$ cat config.mk
export PLATFORM = sky130hd
export DESIGN_NAME = flu_frame_stats
export DESIGN_NICKNAME = d
export VERILOG_FILES = /design/src/rtl/flu_frame_stats.sv
export SDC_FILE = /design/constraint.sdc
export NUM_CORES = 1
export LEC_CHECK = 0
export CORE_AREA = 3 3 436 438
export CTS_BUF_LIST = sky130_fd_sc_hd__clkbuf_8
export DETAILED_ROUTE_END_ITERATION = 12
export DIE_AREA = 0 0 439 441
export PLACE_DENSITY = 0.3
export SLEW_MARGIN = 20
export SYNTH_ARGS = -nofsm -noshare
export SYNTH_HDL_FRONTEND = slang
export SYNTH_SLANG_ARGS = --single-unit
$ cat constraint.sdc
create_clock -name CLK -period 58.1 [get_ports CLK]
set_input_delay 11.62 -clock CLK [delete_from_list [all_inputs] [get_ports CLK]]
set_output_delay 11.62 -clock CLK [all_outputs]
set_load 0.02 [all_outputs]
$ cat src/rtl/flu_frame_stats.sv
// FLU pass-through with one output register stage plus frame/byte/error statistics.
// Define FLU_FRAME_STATS_BYTE_CNT_EN to build the byte counter; otherwise STAT_BYTES is tied to 0.
module flu_frame_stats #(
   parameter int DATA_WIDTH    = 512,
   parameter int SOP_POS_WIDTH = 3,
   parameter int CNT_WIDTH     = 32
) (
   input  logic                              CLK,
   input  logic                              RESET,
   input  logic [DATA_WIDTH-1:0]             RX_DATA,
   input  logic [SOP_POS_WIDTH-1:0]          RX_SOP_POS,
   input  logic [$clog2(DATA_WIDTH/8)-1:0]   RX_EOP_POS,
   input  logic                              RX_SOP,
   input  logic                              RX_EOP,
   input  logic                              RX_SRC_RDY,
   output logic                              RX_DST_RDY,
   output logic [DATA_WIDTH-1:0]             TX_DATA,
   output logic [SOP_POS_WIDTH-1:0]          TX_SOP_POS,
   output logic [$clog2(DATA_WIDTH/8)-1:0]   TX_EOP_POS,
   output logic                              TX_SOP,
   output logic                              TX_EOP,
   output logic                              TX_SRC_RDY,
   input  logic                              TX_DST_RDY,
   input  logic                              STAT_SAMPLE,
   output logic [CNT_WIDTH-1:0]              STAT_FRAMES,
   output logic [CNT_WIDTH-1:0]              STAT_BYTES,
   output logic                              STAT_ERR
);

   localparam int WORD_BYTES = DATA_WIDTH / 8;
   localparam int EOP_W      = $clog2(WORD_BYTES);
   localparam int BLK_SH     = EOP_W - SOP_POS_WIDTH;
   localparam int INC_W      = EOP_W + 2;

   typedef enum logic {ST_IDLE = 1'b0, ST_IN_FRAME = 1'b1} state_t;
   typedef enum logic [2:0] {
      CL_GAP = 3'd0, CL_MID = 3'd1, CL_START = 3'd2, CL_END = 3'd3,
      CL_SINGLE = 3'd4, CL_END_START = 3'd5, CL_ERROR = 3'd6
   } cls_t;

   function automatic logic [CNT_WIDTH-1:0] sat_add(input logic [CNT_WIDTH-1:0] a,
                                                     input logic [CNT_WIDTH-1:0] b);
      logic [CNT_WIDTH:0] sum;
      sum = {1'b0, a} + {1'b0, b};
      if (sum[CNT_WIDTH]) begin
         return {CNT_WIDTH{1'b1}};
      end else begin
         return sum[CNT_WIDTH-1:0];
      end
   endfunction

   logic                  r_tx_src_rdy;
   logic                  w_rx_dst_rdy;
   logic                  w_rx_acc;
   state_t                r_state;
   state_t                w_state_nxt;
   cls_t                  w_cls;
   logic [INC_W-1:0]      w_start;
   logic [INC_W-1:0]      w_end;
   logic                  w_s_le_e;
   logic                  w_frm_inc;
   logic                  w_err_inc;
   logic [CNT_WIDTH-1:0]  r_live_frames;
   logic [CNT_WIDTH-1:0]  r_stat_frames;
   logic [CNT_WIDTH-1:0]  w_frames_sum;
   logic                  r_live_err;
   logic                  r_stat_err;

   assign w_rx_dst_rdy = ~r_tx_src_rdy | TX_DST_RDY;
   assign w_rx_acc     = RX_SRC_RDY & w_rx_dst_rdy;
   assign RX_DST_RDY   = w_rx_dst_rdy;
   assign TX_SRC_RDY   = r_tx_src_rdy;

   // Output register valid: reloads whenever the slot is free or being drained.
   always_ff @(posedge CLK) begin
      if (RESET) begin
         r_tx_src_rdy <= 1'b0;
      end else if (w_rx_dst_rdy) begin
         r_tx_src_rdy <= RX_SRC_RDY;
      end else begin
         r_tx_src_rdy <= r_tx_src_rdy;
      end
   end

   always_ff @(posedge CLK) begin
      if (w_rx_acc) begin
         TX_DATA    <= RX_DATA;
         TX_SOP_POS <= RX_SOP_POS;
         TX_EOP_POS <= RX_EOP_POS;
         TX_SOP     <= RX_SOP;
         TX_EOP     <= RX_EOP;
      end
   end

   assign w_start  = INC_W'(RX_SOP_POS) << BLK_SH;
   assign w_end    = INC_W'(RX_EOP_POS);
   assign w_s_le_e = (w_start <= w_end);

   // Frame state register.
   always_ff @(posedge CLK) begin
      if (RESET) begin
         r_state <= ST_IDLE;
      end else begin
         r_state <= w_state_nxt;
      end
   end

   // Word classification and next state; state only moves on accepted words.
   always_comb begin
      w_cls       = CL_ERROR;
      w_state_nxt = r_state;
      case ({RX_SOP, RX_EOP})
         2'b00: w_cls = (r_state == ST_IN_FRAME) ? CL_MID : CL_GAP;
         2'b10: w_cls = (r_state == ST_IDLE) ? CL_START : CL_ERROR;
         2'b01: w_cls = (r_state == ST_IN_FRAME) ? CL_END : CL_ERROR;
         2'b11: begin
            if ((r_state == ST_IDLE) && w_s_le_e) begin
               w_cls = CL_SINGLE;
            end else if ((r_state == ST_IN_FRAME) && !w_s_le_e) begin
               w_cls = CL_END_START;
            end else begin
               w_cls = CL_ERROR;
            end
         end
         default: w_cls = CL_ERROR;
      endcase
      if (w_rx_acc) begin
         case (w_cls)
            CL_START, CL_END_START: w_state_nxt = ST_IN_FRAME;
            CL_END, CL_SINGLE:      w_state_nxt = ST_IDLE;
            CL_ERROR: w_state_nxt = (RX_SOP && !(RX_EOP && w_s_le_e)) ? ST_IN_FRAME : ST_IDLE;
            default:                w_state_nxt = r_state;
         endcase
      end else begin
         w_state_nxt = r_state;
      end
   end

   // Per-word frame and error increments.
   always_comb begin
      w_frm_inc = 1'b0;
      w_err_inc = 1'b0;
      if (w_rx_acc) begin
         case (w_cls)
            CL_END, CL_SINGLE, CL_END_START: w_frm_inc = 1'b1;
            CL_ERROR:                        w_err_inc = 1'b1;
            default:                         w_frm_inc = 1'b0;
         endcase
      end else begin
         w_frm_inc = 1'b0;
      end
   end

   assign w_frames_sum = sat_add(r_live_frames, {{(CNT_WIDTH-1){1'b0}}, w_frm_inc});

   // Live/snapshot frame count and error flag; a sample folds in the same-cycle word.
   always_ff @(posedge CLK) begin
      if (RESET) begin
         r_live_frames <= {CNT_WIDTH{1'b0}};
         r_stat_frames <= {CNT_WIDTH{1'b0}};
         r_live_err    <= 1'b0;
         r_stat_err    <= 1'b0;
      end else if (STAT_SAMPLE) begin
         r_stat_frames <= w_frames_sum;
         r_stat_err    <= r_live_err | w_err_inc;
         r_live_frames <= {CNT_WIDTH{1'b0}};
         r_live_err    <= 1'b0;
      end else begin
         r_live_frames <= w_frames_sum;
         r_live_err    <= r_live_err | w_err_inc;
      end
   end

   assign STAT_FRAMES = r_stat_frames;
   assign STAT_ERR    = r_stat_err;

`ifdef FLU_FRAME_STATS_BYTE_CNT_EN
   localparam logic [INC_W-1:0] C_WORD = INC_W'(WORD_BYTES);
   localparam logic [INC_W-1:0] C_ONE  = INC_W'(1);

   logic [INC_W-1:0]      w_byte_inc;
   logic [CNT_WIDTH-1:0]  w_bytes_sum;
   logic [CNT_WIDTH-1:0]  r_live_bytes;
   logic [CNT_WIDTH-1:0]  r_stat_bytes;

   // Payload bytes carried by the accepted word for the frame(s) it touches.
   always_comb begin
      w_byte_inc = {INC_W{1'b0}};
      if (w_rx_acc) begin
         case (w_cls)
            CL_MID:       w_byte_inc = C_WORD;
            CL_START:     w_byte_inc = C_WORD - w_start;
            CL_END:       w_byte_inc = w_end + C_ONE;
            CL_SINGLE:    w_byte_inc = w_end + C_ONE - w_start;
            CL_END_START: w_byte_inc = w_end + C_ONE + C_WORD - w_start;
            default:      w_byte_inc = {INC_W{1'b0}};
         endcase
      end else begin
         w_byte_inc = {INC_W{1'b0}};
      end
   end

   assign w_bytes_sum = sat_add(r_live_bytes, CNT_WIDTH'(w_byte_inc));

   // Live/snapshot byte count.
   always_ff @(posedge CLK) begin
      if (RESET) begin
         r_live_bytes <= {CNT_WIDTH{1'b0}};
         r_stat_bytes <= {CNT_WIDTH{1'b0}};
      end else if (STAT_SAMPLE) begin
         r_stat_bytes <= w_bytes_sum;
         r_live_bytes <= {CNT_WIDTH{1'b0}};
      end else begin
         r_live_bytes <= w_bytes_sum;
      end
   end

   assign STAT_BYTES = r_stat_bytes;
`else
   assign STAT_BYTES = {CNT_WIDTH{1'b0}};
`endif

endmodule
; Word level (Yosys, flattened, before mapping)
; Index checks and enable logic that the tools add are counted.
[word_totals]
ff_bits = 591
latchBits = 0
ramBits = 0
mem_bits_ro = 0
inputBits = 528
out_inout_bits = 590
elab_cells = 52
n_memories = 0
[op_classes]
addsub = 1
n_mul = 0
n_div = 0
magnitude_cmp = 1
eq_ne = 8
shift = 0
n_mux = 13
n_bitwise = 5
n_reduce_logical = 13
[op_table]
columns = operator, n
row1 = 32-bit by 1-bit adder with 33-bit output, 1
row2 = 32-bit 2-to-1 mux, 1
row3 = 3-bit case mux with 4 select lines, 1
row4 = "3-bit equality test, second input constant", 3
row5 = "3-bit by 2-bit equality test with 1-bit output, second input constant", 2
row6 = 6-bit <= comparator, 1
row7 = 1-bit 2-to-1 mux, 6
row8 = 3-bit 2-to-1 mux, 2
row9 = 2-bit OR reduction, 3
row10 = "2-bit equality test, second input constant", 2
row11 = 1-bit logical AND, 4
row12 = 2-bit 2-to-1 mux, 2
row13 = 1-bit case mux with 3 select lines, 1
row14 = 3-bit nonzero test, 1
row15 = 3-bit OR reduction, 1
row16 = "2-bit by 1-bit equality test with 1-bit output, second input constant", 1
row17 = 1-bit logical NOT, 2
row18 = 2-bit logical NOT, 1
row19 = 1-bit inverter, 2
row20 = 1-bit OR, 2
row21 = 2-bit AND reduction, 1
row22 = 1-bit bitwise AND, 1

; Depth between registers and ports, before layout
; Gate-level depths: netlist of the first run.
[logic_depth]
depth_word = 12
mapped_depth = 16
ltp_nobuf = 13

; Least setup slack after synthesis of the first run
; Ideal clock, no wire load.
[synth_timing]
path_kind = input-to-reg
startpoint = input port TX_DST_RDY
endpoint = register r_stat_frames[15], in the netlist STAT_FRAMES[15]
setup_time_ns = 0.080
t_arrival_ns = 27.473
required_ns = 58.020
setup_slack_ns = 30.547
stages = 13
path_buffers = 3
cell_sequence = nand2b_1 > and2_1 > nand2_1 > a211oi_1 > ha_1 > nand2_1 > or4_1 > buf_2 > or3_1 > buf_6 > and2_4 > buf_6 > a211oi_2
[synth_between]
elab_chain_len = 5
[synth_lines]
columns = item, line_no
row1 = start: declaration, 23  ; input logic TX_DST_RDY,
row2 = 1-bit OR, 69  ; assign w_rx_dst_rdy = ~r_tx_src_rdy | TX_DST_RDY;
row3 = 1-bit bitwise AND, 70  ; assign w_rx_acc = RX_SRC_RDY & w_rx_dst_rdy;
row4 = via w_rx_acc, 54  ; logic w_rx_acc;
row5 = 1-bit 2-to-1 mux, 143  ; if (w_rx_acc) begin
row6 = 32-bit by 1-bit adder with 33-bit output, 44  ; sum = {1'b0, a} + {1'b0, b};
row7 = 32-bit 2-to-1 mux, 45  ; if (sum[CNT_WIDTH]) begin
row8 = end signal: assignment, 160  ; r_stat_frames <= {CNT_WIDTH{1'b0}};
row9 = end signal: assignment, 164  ; r_stat_frames <= w_frames_sum;
row10 = end: declaration, 64  ; logic [CNT_WIDTH-1:0] r_stat_frames;
; The timed path passes the listed nets, and every way through them passes these cells.
; A chain may end at the register's enable or synchronous reset.

; Final worst setup path of the first run
[layout_timing]
startpoint = input port TX_DST_RDY
endpoint = output port RX_DST_RDY
[layout_between]
elab_chain_len = 1
[layout_lines]
columns = item, line_no
row1 = 1-bit OR, 69
row2 = end: declaration, 16  ; output logic RX_DST_RDY,
; No other way between the ends.

==> results.cfg, run 1 <==
[synthesis]
netlist_instances = 890
synth_top_cell_area_share_pct = 82.9
synth_cell_types = 45
ys.flop_type = edfxtp_1
netlist_area_um2 = 18900
async_flop_share_pct = 0
ys_ff_latch = 591
synth.area.top_cells = edfxtp_1, dfxtp_1, buf_4
yosys_warnings = 0
synth-edff-count = 523
synth_top_cell_by_area = edfxtp_1
synth_seq_area_share_pct = 90.1
synth.avg_cell_area_um2 = 21.3

[placement]
place_area_um2 = 32800
numPortBuffers = 1085
hpwl_um = 102000
gp_congestion = 0.867

[clocking]
clk_latency_ns = 0.88
cts.sinks = 591
clock_path_buffers = 3
ctsRootBufferMaster = clkbuf_8
cts_tree = yes
post_cts_resized = 0
path_clk_slew_ns = 0.06
htree_levels = 4
cts_made_buffers = 130
hold_buffers = 0
post_cts_buffers = 0

[grt]
grt_max_degree = 82
grt-ovfl-total = 0
grt_pass1_wl_um = 152000
track_usage_pct = 12.2
first_global_vias = 14100
antenna_found_initial = 73

[worst_setup_path]
r2r_start = TX_SRC_RDY
end_kind = output port
cp.arrival_ns = 13.03
crit_required_ns = 46.48
crit_start = TX_DST_RDY
crit_type = input pin to output port
cp_max_fo = 3
start_kind = input pin

[power]
power.density_nw_per_um2 = 31.2
leakagePower_nw = 11.9
ir_worst_vdd_v = 0.0000169
finalPower_mw = 1.10

[hold_path]
hp-class = flip-flop to flip-flop
min_from = r_live_err

[drt]
wl_per_cell_um = 26.3
viasPerCell = 2.89
drcViolationCount = 0
wl_um = 124000
drt_pass1_iterations = 4
num_vias = 13600
drtIter0Drc = 853
ant_nets = 0

[timing]
final.min_clock_period_ns = 24.65
worst_pin_slew_ns = 1.01
rsz0062_at_grt = no
fin_setup_tns_ns = 0
slew_viol_final = 0
fin_skew_ns = 0.0356
fmax_mhz = 40.6
setup_violations = 0
hold_viol_final = 0
timing.slew.headroom_pct = 32.5
whs_ns = 0.455
period_share_pct = 42.4

[outcome]
outcome = completed

[cells_and_area]
n_fill_cell = 20100
layout_common_cells = clkdlybuf4s50_1, edfxtp_1, clkbuf_8, dfxtp_1, nor2_1
design_area_um2 = 35300
area_delta_synth_final_pct = 86.5
final_common_cell = clkdlybuf4s50_1
nNetsFinal = 2630
drive_gt1_share_pct = 9.29

[floorplanning]
io_pins = 1118
die_x_um = 439
die_y_um = 441
fp.dieArea_um2 = 194000
coreArea_um2 = 187000
rows = 159
start_util_pct = 10.1

[flow_run]
cap_viol_max_count = 0
[final timing paths]
path	endpoint	slack [ns]	cells after the start
setup / recovery	RX_DST_RDY	33.45	3
hold / removal	r_live_err	0.45	2
hold reg to reg	r_live_err	0.45	2
setup reg to reg	STAT_FRAMES[12]	53.86	10
[flip-flops by register name, summed over array words and instances (netlist names)]
signal         cells
TX_DATA          512
STAT_FRAMES       32
r_live_frames     32
TX_EOP_POS         6
TX_SOP_POS         3
STAT_ERR           1
TX_EOP             1
TX_SOP             1
TX_SRC_RDY         1
r_live_err         1
r_state            1
[worst max-delay path, cell delays in order]
cell             delay, ns
clkdlybuf4s50_1       0.45
nand2b_1              0.27
clkdlybuf4s50_1       0.69
[cells by family (layout without fill, tap and decap cells)]
kind of cell	after synthesis	after routing	synth area share (%)
AOI/OAI and AO/OA	82	82	3.19
adders and majority gates	6	6	0.396
and+or+nand+nor	131	131	3.49
buffers and inverters	61	1336	1.94
other	1	44	0.0198
DFF	591	591	90.1
xor gates and xnor gates	18	18	0.833
[cells in the mapped netlist (2+ instances only)]
cell type / count
xnor2_1: 4
buf_6: 2
a211oi_1: 18
inv_1: 7
a31o_2: 4
and2_1: 4
buf_2: 2
and3_1: 5
a31oi_1: 3
a21oi_1: 28
buf_4: 32
xor2_1: 14
clkbuf_1: 18
nor3_1: 5
edfxtp_1: 523
dfxtp_1: 68
a21o_1: 4
o21ai_0: 3
nand4_1: 9
nand2_1: 12
a311oi_1: 3
o211ai_1: 3
and4_1: 5
a41o_1: 2
ha_1: 6
nor4_1: 4
nand3_1: 13
a211oi_2: 10
nor2_1: 57
nand2b_1: 7
[final cells by class]
class / count / area, µm² / area share, %
antenna: 12 / 30.0 / 0.0850
clock buffer: 137 / 1890 / 5.34
clock inverter: 95 / 601 / 1.70
inverter: 7 / 26.3 / 0.0744
multi-input combinational: 269 / 1640 / 4.64
sequential: 591 / 17100 / 48.3
tap: 2495 / 3120 / 8.84
timing repair buffer: 1097 / 10900 / 31.0
[per-stage QoR]
step | worst slack, ns | utilization, % | instances
2_1_floorplan | 30.55 | - | 921
3_3_place_gp | 33.47 | 17.5 | 4459
3_5_place_dp | 33.47 | 17.5 | 4459
4_1_cts | 33.47 | 18.9 | 4691
5_1_grt | 33.44 | 18.9 | 4700
6_report | 33.45 | 18.9 | 4703
[power breakdown]
| part | total (mW) | switching, mW | internal, mW |
|---|---|---|---|
| logic | 0.139 | 0.0709 | 0.0677 |
| registers | 0.503 | 0.0120 | 0.491 |
| clock network | 0.459 | 0.217 | 0.242 |
[layer usage]
layer	wire (µm)	GRT usage (%)
met3	12000	5.45
met5	101	0.554
met1	46900	13.6
met2	60400	19.7
met4	4410	5.71
No activity file was read; power rests on OpenSTA's default activity.
==> run 2, diff against run 1 <==
- CORE_AREA: 3 3 436 438 -> 3 3 439 441
- DIE_AREA: 0 0 439 441 -> 0 0 442 444
- clock period: 58.1 -> 24.9 ns (I/O delays scaled with it)
==> results.cfg, run 2 (same netlist as run 1, synthesis figures left out) <==
[worst_setup_path]
reg2reg_setup_slack_ns = 20.49
crit_type = input pin to output port
cp_max_fo = 3
start_kind = input pin
r2r_cells = 6
cp.arrival_ns = 6.41
crit_required_ns = 19.92
end_kind = output port
regToRegEndpoint = TX_DATA[386]
r2r_start = TX_SRC_RDY

[timing]
setup_ws_ns = 13.51
worst_pin_slew_ns = 0.962
period_share_pct = 45.7
fin_skew_ns = 0.0449
timing.slew.headroom_pct = 35.9
setup_violations = 0
slew_viol_final = 0
fin_setup_tns_ns = 0
final.min_clock_period_ns = 11.39
rsz0062_at_grt = no
hold_viol_final = 0
fmax_mhz = 87.8

[clocking]
hold_buffers = 0
cts.sinks = 591
clock_path_buffers = 3
clk_latency_ns = 0.85
post_cts_resized = 0
htree_levels = 3
cts_tree = yes
post_cts_buffers = 0
cts_made_buffers = 117
ctsRootBufferMaster = clkbuf_8
path_clk_slew_ns = 0.06

[placement]
numPortBuffers = 1085
pre_cts_slack_ns = 13.58
place_inst = 4477
gp_congestion = 0.864
place_area_um2 = 32800
hpwl_um = 103000

[hold_path]
hold_path_depth = 2
min_from = r_live_err
hp-class = flip-flop to flip-flop
worst_hold_path.endpoint = r_live_err

[outcome]
outcome = completed

[power]
power.density_nw_per_um2 = 70.6
ir_worst_vdd_v = 0.0000331
finalPower_mw = 2.47
leakagePower_nw = 11.8

[drt]
drt_pass1_iterations = 4
wl_um = 124000
drcViolationCount = 0
viasPerCell = 2.92
wl_per_cell_um = 26.3
ant_nets = 0
num_vias = 13700
drtIter0Drc = 882

[floorplanning]
start_util_pct = 9.99
die_y_um = 444
fp.dieArea_um2 = 196000
die_x_um = 442
coreArea_um2 = 190000
io_pins = 1118
rows = 160

[grt]
antenna_found_initial = 73
grt_max_degree = 72
track_usage_pct = 12.1
first_global_vias = 14000
grt_pass1_wl_um = 155000
grt-ovfl-total = 0

[cells_and_area]
area_delta_synth_final_pct = 85.2
regMostFlops = TX_DATA
drive_gt1_share_pct = 8.52
largest_reg_flops = 512
n_fill_cell = 20500
layout_common_cells = clkdlybuf4s50_1, edfxtp_1, clkbuf_8, dfxtp_1, nor2_1
nNetsFinal = 2619
design_area_um2 = 35100
final_common_cell = clkdlybuf4s50_1
fin_cells = 4700

[flow_run]
cap_viol_max_count = 0
[run 2: changes by cell type in the layout (fill, tap and decap cells not counted), moves of 2 or more]
cell | previous run | this run
clkbuf_8 | 137 | 121
clkinv_2 | 11 | 18
diode_2 | 12 | 5
inv_8 | 4 | 0
buf_4 | 11 | 14
inv_6 | 4 | 1
clkinv_1 | 27 | 29
inv_1 | 43 | 45
[run 2: power by group]
| group | total (mW) | internal (mW) | switching, mW |
|---|---|---|---|
| Sequential | 1.17 | 1.14 | 0.0286 |
| Combinational | 0.320 | 0.158 | 0.163 |
| Clock | 0.980 | 0.503 | 0.477 |
| Total | 2.47 | 1.81 | 0.668 |
[run 2: worst max-delay path, cell delays in order]
cell             delay (ns)
clkdlybuf4s50_1        0.46
nand2b_1               0.28
clkdlybuf4s50_1        0.68
[run 2: worst max path at each step]
stage / start / endpoint / slack (ns)
2_1_floorplan: TX_DST_RDY / STAT_FRAMES[15] / 3.99
3_3_place_gp: TX_DST_RDY / RX_DST_RDY / 13.59
3_5_place_dp: TX_DST_RDY / RX_DST_RDY / 13.58
4_1_cts: TX_DST_RDY / RX_DST_RDY / 13.58
5_1_grt: TX_DST_RDY / RX_DST_RDY / 13.54
6_report: TX_DST_RDY / RX_DST_RDY / 13.51
[run 2: stage by stage]
stage / utilization (%) / hold WS, ns
after detailed placement: 17.3 / 0.443
after CTS: 18.5 / 0.458
after global placement: 17.3 / 0.452
after floorplan: - / 0.424
after global routing: 18.5 / 0.501
final: 18.5 / 0.455
[run 2: layout make-up]
class                      instances  area, µm²  area share [%]
antenna                            5       12.5          0.0357
tap                             2511       3140            8.96
clock inverter                    97        567            1.62
multi-input combinational        269       1630            4.64
sequential                       591      17100            48.7
timing repair buffer            1099      11000            31.2
clock buffer                     121       1670            4.75
inverter                           7       26.3          0.0749
[run 2: metal layers]
metal  part of all wire, %  vias up  global-route usage (%)
li1                      -     5829                       -
met1                    38     6952                    13.5
met2                    52      723                    21.8
met3                   7.8      198                    4.03
met4                   2.2        4                    3.56
met5                 0.017        -                       0
==> run 3, diff against run 2 <==
- clock period: 24.9 -> 10.9 ns (I/O delays scaled with it)
==> results.cfg, run 3 (same netlist as run 1, synthesis figures left out) <==
[power]
power.density_nw_per_um2 = 163
p_sw_share_pct = 26.7
intPower_mw = 4.22
p_sw_mw = 1.54
p_seq_share_pct = 46.6
leakagePower_nw = 11.9
ir_worst_vdd_v = 0.0000809
finalPower_mw = 5.75
comb_power_share_pct = 12.9
clkPwrFrac_pct = 40.5

[cells_and_area]
design_area_um2 = 35200
drive_gt1_share_pct = 8.37
final_common_cell = clkdlybuf4s50_1
layout_common_cells = clkdlybuf4s50_1, edfxtp_1, clkbuf_8, dfxtp_1, nor2_1
n_fill_cell = 20400
area_delta_synth_final_pct = 86.1
regMostFlops = TX_DATA
nNetsFinal = 2621
largest_reg_flops = 512

[grt]
busiest_layer = met2
first_global_vias = 14200
grt_max_degree = 180
gr-usage-met2_pct = 20.7
track_usage_pct = 12.0
grtUsageMet1_pct = 12.4
grt_pass1_wl_um = 154000
antenna_found_initial = 68
gr-usage-met3_pct = 5.45
grt-ovfl-total = 0

[placement]
hpwl_um = 102000
gp_congestion = 0.881
place_area_um2 = 32800
pre_cts_slack_ns = 3.97
numPortBuffers = 1085

[outcome]
outcome = completed

[worst_setup_path]
crit_buf_inv = 2
end_kind = flip-flop
r2r_start = TX_SRC_RDY
crit_required_ns = 11.60
cp_max_fo = 18
regToRegEndpoint = STAT_FRAMES[12]
reg2reg_setup_slack_ns = 6.56
cpMaxStageDelayCell = or3_1
crit_chain = clkdlybuf4s50_1 > inv_1 > ha_1 > a21o_1 > a21oi_1 > a31oi_1 > ha_1 > a211oi_1 > ha_1 > nand2_1 > or4_1 > or3_1 > and2_4 > a211oi_1
start_kind = input pin
crit_family = simple AND/OR/NAND/NOR gates
cp.arrival_ns = 6.78
critical-path-max-stage-delay_ns = 0.74
r2r_cells = 11
crit_top_cell = ha_1
crit_type = input pin to flip-flop

[floorplanning]
fp.dieArea_um2 = 196000
io_pins = 1118
die_x_um = 442
rows = 160
die_y_um = 444
coreArea_um2 = 190000
start_util_pct = 9.99

[timing]
final.min_clock_period_ns = 6.08
hold_viol_final = 0
setup_violations = 0
whs_ns = 0.462
timing.slew.headroom_pct = 33.8
period_share_pct = 55.8
worst_pin_slew_ns = 0.994
fin_setup_tns_ns = 0
rsz0062_at_grt = no
fmax_mhz = 164
slew_viol_final = 0
setup_ws_ns = 4.82
fin_skew_ns = 0.0692

[hold_path]
hold_path_depth = 2
worst_hold_path.endpoint = r_live_err
min_from = r_live_err
hp-class = flip-flop to flip-flop

[drt]
num_vias = 13700
drt_pass1_iterations = 5
ant_nets = 0
wl_um = 123000
drcViolationCount = 0
viasPerCell = 2.90
drtIter0Drc = 840
wl_per_cell_um = 26.1

[clocking]
cts.sinks = 591
cts_made_buffers = 121
ctsRootBufferMaster = clkbuf_8
cts_tree = yes
clock_path_buffers = 3
post_cts_resized = 0
path_clk_slew_ns = 0.06
hold_buffers = 0
post_cts_buffers = 0
htree_levels = 3
clk_latency_ns = 0.84

[flow_run]
cap_viol_max_count = 0
run 3: cell types whose count changed in the layout (fill, tap and decap cells not counted), moves of 3 or more:
cell      change
buf_4         -5
clkbuf_8      +5
clkinv_1      +3
clkinv_2     -12
diode_2       +8
inv_1         +3
inv_4         +3
run 3: worst max-delay path by stage:
stage                     cells past startpoint          start               to  slack, ns
after floorplan                              13     TX_DST_RDY  STAT_FRAMES[15]       2.01
after global placement                       14  RX_EOP_POS[4]  STAT_FRAMES[12]       3.99
after detailed placement                     14  RX_EOP_POS[4]  STAT_FRAMES[12]       3.97
after CTS                                    14  RX_EOP_POS[4]  STAT_FRAMES[12]       4.91
after global routing                         14  RX_EOP_POS[4]  STAT_FRAMES[12]       4.54
final                                        14  RX_EOP_POS[4]  STAT_FRAMES[12]       4.82
run 3: area by class of cell:
| type | instances | area, µm² | area share [%] |
|---|---|---|---|
| diodes | 13 | 32.5 | 0.0923 |
| flip-flops and latches | 591 | 17100 | 48.4 |
| well taps | 2511 | 3140 | 8.91 |
| multi-input cells | 269 | 1630 | 4.62 |
| clock buffers | 126 | 1730 | 4.92 |
| inverters | 7 | 26.3 | 0.0746 |
| repair buffers | 1097 | 11000 | 31.2 |
| clock inverters | 97 | 629 | 1.79 |
run 3: metal layers:
metal	vias up	wire, µm
met5	-	56
met4	8	4630
met3	232	11800
met2	747	62800
met1	6820	43800
li1	5851	-
run 3: power groups by stage:
stage	Combinational, mW	Sequential (mW)	Clock, mW
6_report	0.743	2.68	2.33
5_1_grt	0.776	2.69	2.56
4_1_cts	0.757	2.68	2.48
3_5_place_dp	0.753	2.73	0
3_3_place_gp	0.753	2.73	0
2_1_floorplan	0.0748	2.86	0
run 3: through the flow:
stage	utilization, %	std cells
floorplan	-	921
global placement	17.3	4474
detailed placement	17.3	4474
CTS	18.6	4697
global route	18.6	4709
finish	18.6	4711
run 3: tightest hold or removal path, cell delays in order, from the launching register on:
cell and delay [ns]:
dfxtp_1 0.31, a21oi_1 0.05, nor2_1 0.07
